`config.mk`:
```
export PLATFORM = sky130hd
export DESIGN_NAME = dmem_arbiter
export DESIGN_NICKNAME = d
export VERILOG_FILES = /design/src/rtl/mem_arb_pkg.sv /design/src/rtl/dmem_arbiter.sv
export SDC_FILE = /design/constraint.sdc
export NUM_CORES = 1
export LEC_CHECK = 0
export BUFFER_PORTS_ARGS = -buffer_cell sky130_fd_sc_hd__buf_2
export CELL_PAD_IN_SITES_DETAIL_PLACEMENT = 0
export CELL_PAD_IN_SITES_GLOBAL_PLACEMENT = 1
export CORE_ASPECT_RATIO = 1.1
export CORE_MARGIN = 5
export CORE_UTILIZATION = 29
export DETAILED_ROUTE_END_ITERATION = 6
export PLACE_DENSITY_LB_ADDON = 0.3
export SLEW_MARGIN = 20
export SYNTH_ARGS = -nofsm -noshare
export SYNTH_HDL_FRONTEND = slang
export SYNTH_SLANG_ARGS = --single-unit
```
`constraint.sdc`:
```
create_clock -name clk -period 7.3 [get_ports clk]
set_input_delay 2.19 -clock clk [delete_from_list [all_inputs] [get_ports clk]]
set_output_delay 2.19 -clock clk [all_outputs]
set_load 0.02 [all_outputs]
```
`src/rtl/mem_arb_pkg.sv`:
```
`default_nettype none
// ============================================================================
//  Module      : mem_arb_pkg
//  Description : Shared definitions for the data-memory arbiter: FSM state
//                encoding, requester identifiers and default bus widths.
//  Revision    : 1.0 - initial release
// ============================================================================
package mem_arb_pkg;

    localparam int DEF_ADDR_W = 32;
    localparam int DEF_DATA_W = 32;

    // Arbiter states: free arbitration, or port owned by the aux master.
    typedef enum logic {
        ARB   = 1'b0,
        LOCKA = 1'b1
    } arb_state_t;

    // Requester identifiers, used for the round-robin "last granted" record.
    typedef enum logic {
        REQ_C = 1'b0,
        REQ_A = 1'b1
    } req_id_t;

endpackage : mem_arb_pkg
`default_nettype wire

```
`src/rtl/dmem_arbiter.sv`:
```
`default_nettype none
// ============================================================================
//  Module      : dmem_arbiter
//  Description : Shares one single-port data memory (combinational read,
//                synchronous write) between the core load/store stage (C)
//                and an auxiliary master (A). Round-robin on contention,
//                optional aux burst locking bounded by MAX_LOCK beats.
//  Ports       : clk/reset          - clock, synchronous active-high reset
//                c_*                - core request/grant/stall/read return
//                a_*                - aux request/lock/grant/read return
//                mem_*              - memory port (mux of granted requester)
//  Revision    : 1.0 - initial release
// ============================================================================
module dmem_arbiter
    import mem_arb_pkg::*;
#(
    parameter int ADDR_W   = DEF_ADDR_W,
    parameter int DATA_W   = DEF_DATA_W,
    parameter int MAX_LOCK = 4
) (
    input  logic              clk,
    input  logic              reset,
    // core requester
    input  logic              c_req,
    input  logic              c_we,
    input  logic [ADDR_W-1:0] c_addr,
    input  logic [DATA_W-1:0] c_wdata,
    output logic              c_gnt,
    output logic              c_stall,
    output logic              c_rvalid,
    output logic [DATA_W-1:0] c_rdata,
    // aux requester
    input  logic              a_req,
    input  logic              a_we,
    input  logic [ADDR_W-1:0] a_addr,
    input  logic [DATA_W-1:0] a_wdata,
    input  logic              a_lock,
    output logic              a_gnt,
    output logic              a_rvalid,
    output logic [DATA_W-1:0] a_rdata,
    // memory
    output logic              mem_we,
    output logic [ADDR_W-1:0] mem_addr,
    output logic [DATA_W-1:0] mem_wdata,
    input  logic [DATA_W-1:0] mem_rdata
);

    localparam int               CNT_W = $clog2(MAX_LOCK + 1);
    localparam logic [CNT_W-1:0] C_MAX = CNT_W'(MAX_LOCK);
    localparam logic [CNT_W-1:0] C_ONE = CNT_W'(1);

    arb_state_t       r_state;
    arb_state_t       w_state_nxt;
    req_id_t          r_last;
    req_id_t          w_last_nxt;
    logic [CNT_W-1:0] r_lock_cnt;
    logic [CNT_W-1:0] w_cnt_nxt;
    logic             w_c_gnt;
    logic             w_a_gnt;
    logic             w_force;

    logic              r_c_rvalid;
    logic [DATA_W-1:0] r_c_rdata;
    logic              r_a_rvalid;
    logic [DATA_W-1:0] r_a_rdata;

    // Lock has run its full length and the core is waiting: the core takes
    // the port in this very cycle so its wait stays within MAX_LOCK+1.
    assign w_force = (r_state == LOCKA) && (r_lock_cnt == C_MAX) && c_req;

    always_comb begin
        w_c_gnt     = 1'b0;
        w_a_gnt     = 1'b0;
        w_state_nxt = r_state;
        w_last_nxt  = r_last;
        w_cnt_nxt   = r_lock_cnt;
        if (!reset) begin
            case (r_state)
                ARB: begin
                    if (c_req && a_req) begin
                        w_c_gnt = (r_last == REQ_A);
                        w_a_gnt = (r_last == REQ_C);
                    end else begin
                        w_c_gnt = c_req;
                        w_a_gnt = a_req;
                    end
                    if (w_a_gnt && a_lock) begin
                        w_state_nxt = LOCKA;
                        w_cnt_nxt   = C_ONE;
                    end
                end
                LOCKA: begin
                    if (w_force) begin
                        w_c_gnt     = 1'b1;
                        w_state_nxt = ARB;
                        w_cnt_nxt   = '0;
                    end else begin
                        w_a_gnt = a_req;
                        if (!a_req || !a_lock) begin
                            // Leaving the lock hands priority to the core.
                            w_state_nxt = ARB;
                            w_cnt_nxt   = '0;
                            w_last_nxt  = REQ_A;
                        end else if (r_lock_cnt < C_MAX) begin
                            w_cnt_nxt = r_lock_cnt + C_ONE;
                        end
                    end
                end
                default: begin
                    w_state_nxt = ARB;
                    w_cnt_nxt   = '0;
                end
            endcase
            if (w_c_gnt) begin
                w_last_nxt = REQ_C;
            end else if (w_a_gnt) begin
                w_last_nxt = REQ_A;
            end
        end
    end

    always_ff @(posedge clk) begin
        if (reset) begin
            r_state    <= ARB;
            r_last     <= REQ_A;
            r_lock_cnt <= '0;
            r_c_rvalid <= 1'b0;
            r_c_rdata  <= '0;
            r_a_rvalid <= 1'b0;
            r_a_rdata  <= '0;
        end else begin
            r_state    <= w_state_nxt;
            r_last     <= w_last_nxt;
            r_lock_cnt <= w_cnt_nxt;
            r_c_rvalid <= w_c_gnt && !c_we;
            r_a_rvalid <= w_a_gnt && !a_we;
            if (w_c_gnt && !c_we) begin
                r_c_rdata <= mem_rdata;
            end
            if (w_a_gnt && !a_we) begin
                r_a_rdata <= mem_rdata;
            end
        end
    end

    assign c_gnt     = w_c_gnt;
    assign a_gnt     = w_a_gnt;
    assign c_stall   = c_req && !w_c_gnt;
    assign c_rvalid  = r_c_rvalid;
    assign c_rdata   = r_c_rdata;
    assign a_rvalid  = r_a_rvalid;
    assign a_rdata   = r_a_rdata;
    assign mem_we    = (w_c_gnt && c_we) || (w_a_gnt && a_we);
    assign mem_addr  = w_a_gnt ? a_addr  : c_addr;
    assign mem_wdata = w_a_gnt ? a_wdata : c_wdata;

endmodule : dmem_arbiter
`default_nettype wire

```
==> results of run 1 <==
-- cell usage in the layout (no fill, tap or decap), types with 2 or more instances in the layout --
| cell | count |
|---|---|
| buf_2 | 300 |
| dfxtp_1 | 71 |
| mux2_2 | 67 |
| nand2_1 | 66 |
| nor2b_1 | 34 |
| mux2_1 | 29 |
| a21oi_2 | 29 |
| a21oi_1 | 10 |
| clkbuf_16 | 9 |
| buf_4 | 5 |
| inv_1 | 4 |
| o21ai_0 | 4 |
| and2_1 | 3 |
| nand4_1 | 2 |
| nand4b_1 | 2 |
| clkinv_2 | 2 |
| ha_1 | 2 |
| clkinvlp_4 | 2 |
| clkbuf_8 | 2 |
-- final timing paths --
path / from / end / slack (ns) / cells after the start
worst max-delay path: c_req / mem_wdata[3] / 1.19 / 6
worst min-delay path: c_rdata[1] / c_rdata[1] / 0.45 / 2
worst max register to register: r_lock_cnt[0] / c_rdata[6] / 5.11 / 8
worst min register to register: c_rdata[1] / c_rdata[1] / 0.45 / 2
-- cell families (layout without fill, tap and decap cells) --
| family | count (synthesis) | after routing | synth area share |
|---|---|---|---|
| flip-flops | 71 | 71 | 0.395 |
| multiplexers | 96 | 96 | 0.300 |
| other | 0 | 1 | 0 |
| buffers and inverters | 30 | 324 | 0.0434 |
| AO/OA/AOI/OAI | 48 | 48 | 0.101 |
| AND/OR/NAND/NOR | 114 | 114 | 0.154 |
| adder cells (fa/ha/maj) | 2 | 2 | 0.00695 |
-- metrics by stage --
stage	util	total power [mW]	setup slack [ns]	instance area (um^2)	cells
after floorplan	-	0.559	1.84	3600	361
after global placement	0.430	0.669	1.29	5200	795
after detailed placement	0.430	0.672	1.22	5200	795
after CTS	0.453	1.07	1.21	5470	809
after global routing	0.453	1.11	1.10	5470	810
final	0.453	1.06	1.19	5470	810
-- registers in the layout, summed over array words and instances (netlist names) --
name / count
r_last: 1
r_state: 1
c_rdata: 32
c_rvalid: 1
r_lock_cnt: 3
a_rvalid: 1
a_rdata: 32
-- worst max-delay path: stages --
cell      delay, ns
buf_2          0.16
nand4_1        0.11
nand4b_1       0.16
buf_4          0.64
mux2_2         0.44
buf_2          0.17
-- power by group --
group | internal, mW | leakage [nW] | switching, mW
registers | 0.404 | 0.578 | 0.00795
clock network | 0.244 | 0.129 | 0.153
logic | 0.106 | 2.04 | 0.143
total | 0.754 | 2.75 | 0.304
-- per-layer routing --
metal | global-route usage | vias to the layer above
met5 | 0 | -
met1 | 0.234 | 1731
met2 | 0.348 | 172
li1 | - | 1810
met3 | 0.0634 | 25
met4 | 0.0785 | 4
-- final cells by class --
cell class / instances / area, um^2 / share of cell area
sequential: 71 / 1420 / 0.260
inverter: 5 / 20.0 / 0.00366
clock inverter: 3 / 20.0 / 0.00366
clock buffer: 11 / 253 / 0.0462
antenna: 1 / 2.50 / 0.000457
timing repair buffer: 305 / 1540 / 0.281
tap: 154 / 193 / 0.0352
multi-input combinational: 260 / 2020 / 0.370
==> out/qor.txt, run 1 <==
Run status - complete, no violations
Grt total ovfl - 0
Layout area overhead - 51.9%
Drt wl/cell - 19.8 um
Post-DRT Antenna Nets - 0
Post-CTS Setup Bufs - 0
Final worst path period share - 0.837
Post-CTS sizing - 0
Initial DRT Pass Iterations - 4
CTS H-tree depth - 3
Worst VDD drop - 0.000130 V
Vias/cell - 4.62
Post-layout nets - 821
Clock Tree Root - clkbuf_16
Port Buffers - 300
Ranking of synthesized cells by area - dfxtp_1 39%, mux2_2 21%, mux2_1 9.1%, a21oi_2 7.1%, nand2_1 6.9%
Sequential cell area fraction in the yosys report - 0.395
Final hold viol count - 0
Min Tclk post-route - 6.11 ns
Die height - 127 um
Vias in the first global route - 3842
Startpoint types - primary input
Reg clk slew, reported paths - 0.05 ns
Syn_nets - 530
Max Slew Vio Count - 0
Vias - 3742
First-pass GRT wire length - 22.5 mm
DR iter-0 viols - 143
DR WL met3 - 1.59 mm
Share of cells above drive strength 1 - 0.635
Leak Pwr - 2.75 nW
Worst path required time - 5.11 ns
Total Die Area - 0.0148 mm^2
Avg Cell Area, Syn - 9.98 um^2
CTS Sinks - 71
Syn Inst Count - 361
Final setup violation count - 0
Wl on met1 - 6.08 mm
Synth cell count leaders - 71 x dfxtp_1, 67 x mux2_2, 66 x nand2_1, 34 x nor2b_1
Critical path capture point type - primary output
Post-synth top area share - 0.395
Clock Skew - 0.0103 ns
Largest net degree at the start of global routing - 65
Met2 Routed Length - 7.96 mm
RSZ-0062 raised after global routing - false
Clock buffer depth - 2
Core ar. - 0.0121 mm^2
Row count - 42
Worst min-delay path class - flip-flop to flip-flop
Post-DP HPWL - 13.3 mm
Die width - 116 um
Hold buffers post-CTS - 0
Max cap viols - 0
Starting Density - 0.298
Crit path kind - primary input to primary output
GRT Total Usage - 0.203
Number of synthesized flops with an enable pin - 0
Post-synth cell types - 31
Seq cells post-synth - 71
Top layer in use - met5
CTS buffer count - 9
DRT Wirelength - 16.0 mm
CTS tree - yes
Top-count cell post-synth - dfxtp_1
Async SR Flop Fraction - 0
Remaining DRCs - 0
Worst-path fanout max - 64
TNS Setup - 0 ns
Critical Path AT - 3.92 ns
Pwr/cell area - 193 mW/mm^2
Initial antenna violation count - 3
Slew HR - 0.468
Mapped Area - 0.00360 mm^2
Top_reg_cell synth - dfxtp_1
Peak Freq - 164 MHz
Routability Congestion - 1.02
Fillcell total - 1196
Area leader, netlist - dfxtp_1
Worst-Margin Slew - 0.797 ns
Ports - 301
Hold WS - 0.453 ns
YS warnings - 0
Clock latency on the worst-skew pair - 0.32 ns
Note: power is estimated with default switching activity, not from simulation.
==> run 2: changes to the inputs <==
Settings changed: CORE_UTILIZATION 29 to 27.
Clock period 7.3 ns to 6.09 ns, I/O delays scaled along.
==> out/qor.txt, run 2 (synthesis results as in run 1) <==
Run status - complete, no violations
DR iter-0 viols - 186
Total Die Area - 0.0158 mm^2
Critical path capture point type - primary output
Reg clk slew, reported paths - 0.06 ns
Flop-to-flop setup slack - 3.77 ns
Max cap viols - 0
Worst-Margin Slew - 0.897 ns
CTS tree - yes
Slew HR - 0.402
Worst-path cell chain - buf_2 > nand4_1 > nand4b_1 > buf_12 > mux2_2 > buf_2
Slowest cell on crit path - mux2_2
CTS H-tree depth - 3
CTS Sinks - 71
Die width - 120 um
Worst-path fanout max - 66
Clock latency on the worst-skew pair - 0.33 ns
Worst r2r src - r_lock_cnt[0]
Grt total ovfl - 0
Int Pwr - 0.963 mW
Initial antenna violation count - 8
Final setup violation count - 0
Vias/cell - 4.59
Remaining DRCs - 0
Crit path kind - primary input to primary output
Share of cells above drive strength 1 - 0.633
Most frequent cells in the layout - 300 x buf_2, 71 x dfxtp_1, 67 x mux2_2
First-pass GRT wire length - 23.9 mm
RSZ-0062 raised after global routing - false
Initial DRT Pass Iterations - 4
Largest net degree at the start of global routing - 69
Max Slew Vio Count - 0
Power, Total - 1.34 mW
Hold buffers post-CTS - 0
Startpoint types - primary input
Worst Setup SP - c_req
Sw Pwr - 0.373 mW
DRT Wirelength - 16.6 mm
Die height - 131 um
Core ar. - 0.0132 mm^2
Combinational power share - 0.225
GR Util met3 - 0.0946
Clock buffer depth - 2
Min Tclk post-route - 5.01 ns
Crit-path max cell delay - 0.39 ns
Clock Tree Root - clkbuf_16
Post-DP Area - 0.00521 mm^2
Seq pwr share - 0.370
R2r worst-path depth - 8
Post-layout nets - 820
Worst VDD drop - 0.000160 V
Post-CTS Setup Bufs - 0
Post-DP HPWL - 13.5 mm
Ports - 301
Critical Path AT - 3.18 ns
CP Capture Point - mem_wdata[0]
Final hold viol count - 0
Fillcell total - 1315
Setup ws final - 1.08 ns
CTS buffer count - 9
Post-DRT Antenna Nets - 0
Multi-input logic area - 0.00202 mm^2
Clk network pwr share - 0.406
Sequential Area - 0.00142 mm^2
Reg2Reg Capture Point - a_rdata[6]
GRT Total Usage - 0.201
TNS Setup - 0 ns
Row count - 44
Vias in the first global route - 3868
Critical path's most frequent cell - buf_2
Busiest grt layer - met2
Pwr/cell area - 242 mW/mm^2
Worst min-delay path class - flip-flop to flip-flop
Final worst path period share - 0.822
Leak Pwr - 2.77 nW
Starting Density - 0.274
Post-CTS sizing - 0
Port Buffers - 300
Clock Skew - 0.00930 ns
Routability Congestion - 0.923
Place WS - 1.09 ns
Worst path required time - 4.26 ns
Met2 Use GR - 0.362
Peak Freq - 200 MHz
Drt wl/cell - 20.3 um
Hold WS - 0.461 ns
Vias - 3758
Layout area overhead - 53.4%
Switching share of power - 0.279
Most common cell after layout, fill and taps aside - buf_2
Met1 GRT Util - 0.196
Post-route cell area - 0.00553 mm^2
-- run 2: worst min-delay path by stage --
stage,start,to,cells past startpoint,slack [ns]
floorplan,r_lock_cnt[1],r_lock_cnt[1],2,0.47
global route,c_rdata[7],c_rdata[7],2,0.47
CTS,c_rdata[1],c_rdata[1],2,0.46
detailed placement,c_rdata[1],c_rdata[1],2,0.45
global placement,c_rdata[1],c_rdata[1],2,0.45
finish,c_rdata[1],c_rdata[1],2,0.46
-- run 2: area by class of cell --
cell class,count,share of cell area
repair buffers,304,0.279
flip-flops and latches,71,0.257
well taps,161,0.0365
diodes,1,0.000453
clock buffers,14,0.0496
multi-input cells,260,0.366
inverters,5,0.00362
clock inverters,2,0.00679
-- run 2: per-stage QoR --
step / instances / utilization
finish: 818 / 0.420
global route: 818 / 0.420
CTS: 817 / 0.420
detailed placement: 801 / 0.396
global placement: 801 / 0.396
floorplan: 361 / -
-- run 2: routing by layer --
layer	share of wire	wire length, um
met5	0.0046	77
met4	0.041	680
met3	0.11	1800
met2	0.51	8440
met1	0.34	5620
-- run 2: power by group through the flow --
stage | registers (mW) | logic [mW] | clock network [mW]
detailed placement | 0.503 | 0.304 | 0
global route | 0.496 | 0.320 | 0.575
global placement | 0.503 | 0.301 | 0
CTS | 0.494 | 0.305 | 0.552
floorplan | 0.524 | 0.146 | 0
finish | 0.494 | 0.300 | 0.542
-- run 2: worst max-delay path: cells and delay by family --
family / cells / cell delay [ns]
buffers and inverters: 3 / 0.64
multiplexers: 1 / 0.39
AND/OR/NAND/NOR: 2 / 0.26
